### src/rtl/word_divider_pkg.sv
// rtl/word_divider_pkg.sv - shared word width and divider FSM encoding
package word_divider_pkg;

    localparam int WORD_W = 16;
    localparam logic [3:0] LAST_ITER = 4'd15;

    typedef enum logic [1:0] {
        ST_IDLE = 2'd0,
        ST_RUN  = 2'd1,
        ST_DONE = 2'd2
    } div_state_t;

endpackage

### src/rtl/word_CLA.sv
// rtl/word_CLA.sv - 16-bit two-level carry-lookahead adder (four 4-bit groups)
module word_CLA
    import word_divider_pkg::*;
(
    input  logic [WORD_W-1:0] A,
    input  logic [WORD_W-1:0] B,
    input  logic              CIn,
    output logic [WORD_W-1:0] Sum,
    output logic              COut
);

    logic [WORD_W-1:0] w_g;
    logic [WORD_W-1:0] w_p;
    logic [3:0]        w_gg;
    logic [3:0]        w_pg;
    logic [4:0]        w_cg;

    assign w_g = A & B;
    assign w_p = A ^ B;

    genvar k;
    generate
        for (k = 0; k < 4; k++) begin : g_grp
            logic [3:0] w_g4;
            logic [3:0] w_p4;
            logic [3:0] w_c4;

            assign w_g4 = w_g[4*k +: 4];
            assign w_p4 = w_p[4*k +: 4];

            assign w_gg[k] = w_g4[3] | (w_p4[3] & w_g4[2]) | (w_p4[3] & w_p4[2] & w_g4[1])
                           | (w_p4[3] & w_p4[2] & w_p4[1] & w_g4[0]);
            assign w_pg[k] = &w_p4;

            // In-group carries expanded from the group carry-in only
            assign w_c4[0] = w_cg[k];
            assign w_c4[1] = w_g4[0] | (w_p4[0] & w_cg[k]);
            assign w_c4[2] = w_g4[1] | (w_p4[1] & w_g4[0]) | (w_p4[1] & w_p4[0] & w_cg[k]);
            assign w_c4[3] = w_g4[2] | (w_p4[2] & w_g4[1]) | (w_p4[2] & w_p4[1] & w_g4[0])
                           | (w_p4[2] & w_p4[1] & w_p4[0] & w_cg[k]);

            assign Sum[4*k +: 4] = w_p4 ^ w_c4;
        end
    endgenerate

    assign w_cg[0] = CIn;
    assign w_cg[1] = w_gg[0] | (w_pg[0] & CIn);
    assign w_cg[2] = w_gg[1] | (w_pg[1] & w_gg[0]) | (w_pg[1] & w_pg[0] & CIn);
    assign w_cg[3] = w_gg[2] | (w_pg[2] & w_gg[1]) | (w_pg[2] & w_pg[1] & w_gg[0])
                   | (w_pg[2] & w_pg[1] & w_pg[0] & CIn);
    assign w_cg[4] = w_gg[3] | (w_pg[3] & w_gg[2]) | (w_pg[3] & w_pg[2] & w_gg[1])
                   | (w_pg[3] & w_pg[2] & w_pg[1] & w_gg[0])
                   | (w_pg[3] & w_pg[2] & w_pg[1] & w_pg[0] & CIn);

    assign COut = w_cg[4];

endmodule

### src/rtl/word_divider.sv
// rtl/word_divider.sv - 16-bit unsigned restoring divider, one quotient bit per cycle
module word_divider
    import word_divider_pkg::*;
(
    input  logic              clk,
    input  logic              rst_n,
    input  logic              start,
    input  logic [WORD_W-1:0] Dividend,
    input  logic [WORD_W-1:0] Divisor,
    output logic              busy,
    output logic              done,
    output logic [WORD_W-1:0] Quotient,
    output logic [WORD_W-1:0] Remainder,
    output logic              DivByZero
);

    div_state_t        r_state;
    div_state_t        w_state_nxt;
    logic [3:0]        r_cnt;
    logic [WORD_W-1:0] r_quo;
    logic [WORD_W-1:0] r_rem;
    logic [WORD_W-1:0] r_divisor;
    logic [WORD_W-1:0] r_quotient;
    logic [WORD_W-1:0] r_remainder;
    logic              r_dbz;

    logic              w_accept;
    logic [WORD_W-1:0] w_rem_sh;
    logic [WORD_W-1:0] w_trial;
    logic              w_cout;
    logic              w_borrow;
    logic [WORD_W-1:0] w_rem_nxt;
    logic [WORD_W-1:0] w_quo_nxt;

    // Next dividend bit enters the partial remainder from the quotient register's MSB
    assign w_rem_sh = {r_rem[WORD_W-2:0], r_quo[WORD_W-1]};

    word_CLA u_trial (
        .A    (w_rem_sh),
        .B    (~r_divisor),
        .CIn  (1'b1),
        .Sum  (w_trial),
        .COut (w_cout)
    );

    assign w_borrow  = ~w_cout;
    assign w_rem_nxt = w_borrow ? w_rem_sh : w_trial;
    assign w_quo_nxt = {r_quo[WORD_W-2:0], ~w_borrow};

    always_ff @(posedge clk or negedge rst_n) begin
        if (!rst_n) begin
            r_state <= ST_IDLE;
        end else begin
            r_state <= w_state_nxt;
        end
    end

    always_comb begin
        w_state_nxt = r_state;
        w_accept    = 1'b0;
        case (r_state)
            ST_IDLE, ST_DONE: begin
                if (start) begin
                    w_accept    = 1'b1;
                    w_state_nxt = (Divisor == '0) ? ST_DONE : ST_RUN;
                end else begin
                    w_state_nxt = ST_IDLE;
                end
            end
            ST_RUN: begin
                if (r_cnt == LAST_ITER) begin
                    w_state_nxt = ST_DONE;
                end
            end
            default: w_state_nxt = ST_IDLE;
        endcase
    end

    always_ff @(posedge clk or negedge rst_n) begin
        if (!rst_n) begin
            r_cnt       <= '0;
            r_quo       <= '0;
            r_rem       <= '0;
            r_divisor   <= '0;
            r_quotient  <= '0;
            r_remainder <= '0;
            r_dbz       <= 1'b0;
        end else if (w_accept) begin
            r_cnt     <= '0;
            r_quo     <= Dividend;
            r_rem     <= '0;
            r_divisor <= Divisor;
            if (Divisor == '0) begin
                r_quotient  <= '1;
                r_remainder <= Dividend;
                r_dbz       <= 1'b1;
            end else begin
                r_dbz <= 1'b0;
            end
        end else if (r_state == ST_RUN) begin
            r_cnt <= r_cnt + 4'd1;
            r_rem <= w_rem_nxt;
            r_quo <= w_quo_nxt;
            // Results are published only on the final iteration so they hold through the next run
            if (r_cnt == LAST_ITER) begin
                r_quotient  <= w_quo_nxt;
                r_remainder <= w_rem_nxt;
            end
        end
    end

    assign busy      = (r_state == ST_RUN);
    assign done      = (r_state == ST_DONE);
    assign Quotient  = r_quotient;
    assign Remainder = r_remainder;
    assign DivByZero = r_dbz;

endmodule

### config.mk
export PLATFORM = sky130hd
export DESIGN_NAME = word_divider
export DESIGN_NICKNAME = d
export VERILOG_FILES = /design/src/rtl/word_divider_pkg.sv /design/src/rtl/word_CLA.sv /design/src/rtl/word_divider.sv
export SDC_FILE = /design/constraint.sdc
export NUM_CORES = 1
export LEC_CHECK = 0
export ABC_AREA = 1
export CORE_MARGIN = 8
export CORE_UTILIZATION = 65
export CTS_CLUSTER_DIAMETER = 200
export DETAILED_ROUTE_END_ITERATION = 12
export DONT_BUFFER_PORTS = 1
export GPL_ROUTABILITY_DRIVEN = 0
export PLACE_DENSITY = 0.79
export SYNTH_ARGS = -nofsm -noshare
export SYNTH_HDL_FRONTEND = slang
export SYNTH_SLANG_ARGS = --single-unit
### constraint.sdc
create_clock -name clk -period 3.19 [get_ports clk]
set_clock_uncertainty 0.15 [all_clocks]
set_input_delay 0.638 -clock clk [delete_from_list [all_inputs] [get_ports clk]]
set_output_delay 0.638 -clock clk [all_outputs]
set_load 0.03 [all_outputs]
==> impl_results.md <==
* Status: completed
* Crit path DAT at 2550 ps
* Final Setup Violations at 0
* CP top delay family: adder cells
* Layout Nets at 620
* Crit path from: r_quo[15]$_DFFE_PN0P_
* Commonest non-fill, non-tap cell in the layout: nand2_1
* Count of buffer and inverter cells on the critical path at 3
* CTS Buf Count at 9
* Number of max-cap violations at 0
* Setup TNS at 0 ps
* CTS tree: yes
* Number of synthesized flops with an enable pin at 0
* Synth Warn # at 0
* Fmax at 407 MHz
* Slack of the worst reg-to-reg path at around 730 ps
* Filler Cells Inserted at between 500 and 600
* Primary FF master, synth: dfrtp_1
* Clock Path Buffers at 2
* I/O pins at 70
* Synthesized flop and latch total at between 80 and 90
* Hpwl dp at 7.89 mm
* Critical Path Source Type: flip-flop
* Slew @ Worst Pin at roughly 560 ps
* CP max-delay cell: dfrtp_1
* Cell Chain, Critical Path: inv_1, ha_1, nand2_1, inv_1, nand2_1, nand3_2, nand2_2, nand2_1, nand2_1, fa_1, xnor2_1, nand2_2, nand3_1, o21ai_1, inv_1
* Relative slew slack at 62.3%
* Largest net degree at the start of global routing at 87
* Final std cells w/o fill at 667
* Max-slew violation count at 0
* Critical Path RT at between 3000 and 4000 ps
* Hold WC Path Type: primary input to asynchronous set/reset pin
* Reg2Reg Depth at 15
* Initial antenna violation count at 0
* Cell count along the critical path at 15
* Starting Density at 66.3%
* Post-CTS sizing at 0
* Asr flop ratio synth at 100%
* Syn Nets at 623
* Die height at 101 um
* DRT Pass-1 Iters at 5
* Final Hold Vio Count at 0
* CORE AREA at 7140 um2
* Reg clk slew, reported paths at 90 ps
* DRC viols at 0
* Port Buffers at 0
* CP peak stage delay at approximately 420 ps
* GRT Total Usage at around 22%
* Number of global-route vias before repair at 3668
* Placed insts at 651
* Overall die width at 101 um
* H-tree depth at 3
* Crit share post-route at a little under 80%
* Clock tree root driver cell: clkbuf_8
* Post-Syn Instances at 567
* Drt wl/cell at 16.2 um
* Commonest non-fill, non-tap cells in the layout: 130 x nand2_1, 88 x inv_1, 86 x dfrtp_1, 32 x a21oi_1, 31 x nor2_1
* Critical path endpoint category: flip-flop
* Area grow syn2layout at 5.34%
* Worst-path fanout max at 4
* Crit path kind: flip-flop to flip-flop
* Routed vias/inst at roughly 5.6
* Register area share after synthesis at between 40% and 50%
* DP Worst Slack at 757 ps
* Vias at 3743
* FF-to-FF End: Remainder[13]$_DFFE_PN0P_
* DRT iter0 DRCs at 249
* Antenna diode count at 0
* Worst Setup EP: Remainder[13]$_DFFE_PN0P_
* Worst skew pair latency at approximately 360 ps
* Antenna Violating Nets Remaining at 0
* Fraction of layout cells with a size suffix above 1 at 12.3%
* Unique masters post-synth at 41
* Fin worst setup slack at approximately 730 ps
* Post-layout min period at 2460 ps
* Final WL at between 10 and 15 mm
* CTS sink count at 86
* R2R Path Start: r_quo[15]$_DFFE_PN0P_
* Post-Syn Area per Cell at 8.34 um2
* First-pass GRT wire length at 17.9 mm
* Crit path top cell by count: nand2_1
* Placement row count at 31
* RSZ-0062 raised after global routing: false
* Post-Syn Area at about 4700 um2
* Area of the die at 10300 um2
* GR Overflow Total at 0
==> routing by layer <==
layer  global-route usage [%]  up-vias  share of wire (%)
li1                         -     1812                  -
met1                     28.3     1784                 43
met2                     36.5      134                 48
met3                     4.95       13                7.9
met4                     6.64        0                1.3
met5                        0        -                  0
==> cell families (layout without fill, tap and decap cells) <==
kind of cell / Yosys count / count (layout) / synth area share, %
and+or+nand+nor: 232 / 232 / 22.9
adders and majority gates: 21 / 21 / 6.03
AOI/OAI and AO/OA: 104 / 104 / 13.7
DFF: 86 / 86 / 45.5
xor gates and xnor gates: 8 / 8 / 1.48
buffers and inverters: 116 / 117 / 10.3
==> area by class of cell <==
type	count	area, um2	share of cell area, %
inverters	98	373	7.48
clock inverters	6	71.3	1.43
repair buffers	4	50.0	1.00
well taps	99	124	2.49
flip-flops and latches	86	2150	43.2
clock buffers	9	124	2.49
multi-input cells	365	2090	41.9
==> repair_timing <==
action                                 in CTS  in global routing
hold buffers                                1                  0
setup buffers                               0                  0
endpoints found under the hold margin      86                  0
==> flip-flops by register name, summed over array words and instances (netlist names) <==
register,flops
r_cnt,4
r_rem,15
r_quo,16
r_state,2
Remainder,16
Quotient,16
r_divisor,16
DivByZero,1
==> synthesized netlist by cell type, types with 2 or more instances <==
library cell,instances,area share (%)
nand2_1,130,10
inv_1,88,7.0
dfrtp_1,86,45
a21oi_1,32,3.4
nor2_1,31,2.5
o21ai_0,29,3.1
nand3_1,23,2.4
ha_1,18,4.8
nand2_2,15,2.0
o221ai_1,14,2.6
inv_2,9,0.71
nand4_1,9,1.2
clkbuf_1,8,0.63
xnor2_1,7,1.3
a31oi_1,6,0.79
buf_2,6,0.63
nand2_4,6,1.4
o21ai_1,6,0.63
or2_2,6,0.79
a21oi_2,5,0.93
o211ai_1,4,0.63
fa_1,3,1.3
or2_1,3,0.40
buf_6,2,0.48
nor2_2,2,0.26
nor2_8,2,0.85
o211ai_2,2,0.53
or2_0,2,0.26
==> worst min path at each step <==
stage	start	slack (ps)	to
2_1_floorplan	rst_n	190	DivByZero$_DFFE_PN0P_
3_3_place_gp	rst_n	190	Quotient[10]$_DFFE_PN0P_
3_5_place_dp	rst_n	190	Quotient[8]$_DFFE_PN0P_
4_1_cts	rst_n	50	Quotient[8]$_DFFE_PN0P_
5_1_grt	rst_n	40	Quotient[11]$_DFFE_PN0P_
6_report	rst_n	2	Quotient[11]$_DFFE_PN0P_
==> stage by stage <==
step	util, %	instance area [um2]	hold slack (ps)
final	69.8	4980	2.34
after global routing	69.8	4980	40.3
after CTS	69.8	4980	48.0
after detailed placement	66.7	4760	195
after global placement	66.7	4760	195
after floorplan	-	4730	192
==> worst reg2reg max path: stages, from the launching register on <==
cell and delay (ps):
dfrtp_1 420, inv_1 60, ha_1 310, nand2_1 60, inv_1 70, nand2_1 70
nand3_2 110, nand2_2 90, nand2_1 100, nand2_1 80, fa_1 390, xnor2_1 150
nand2_2 80, nand3_1 70, o21ai_1 80, inv_1 50
Power is not shown: default switching activity piles up to over one toggle a cycle in this logic, so the estimate is an artifact.
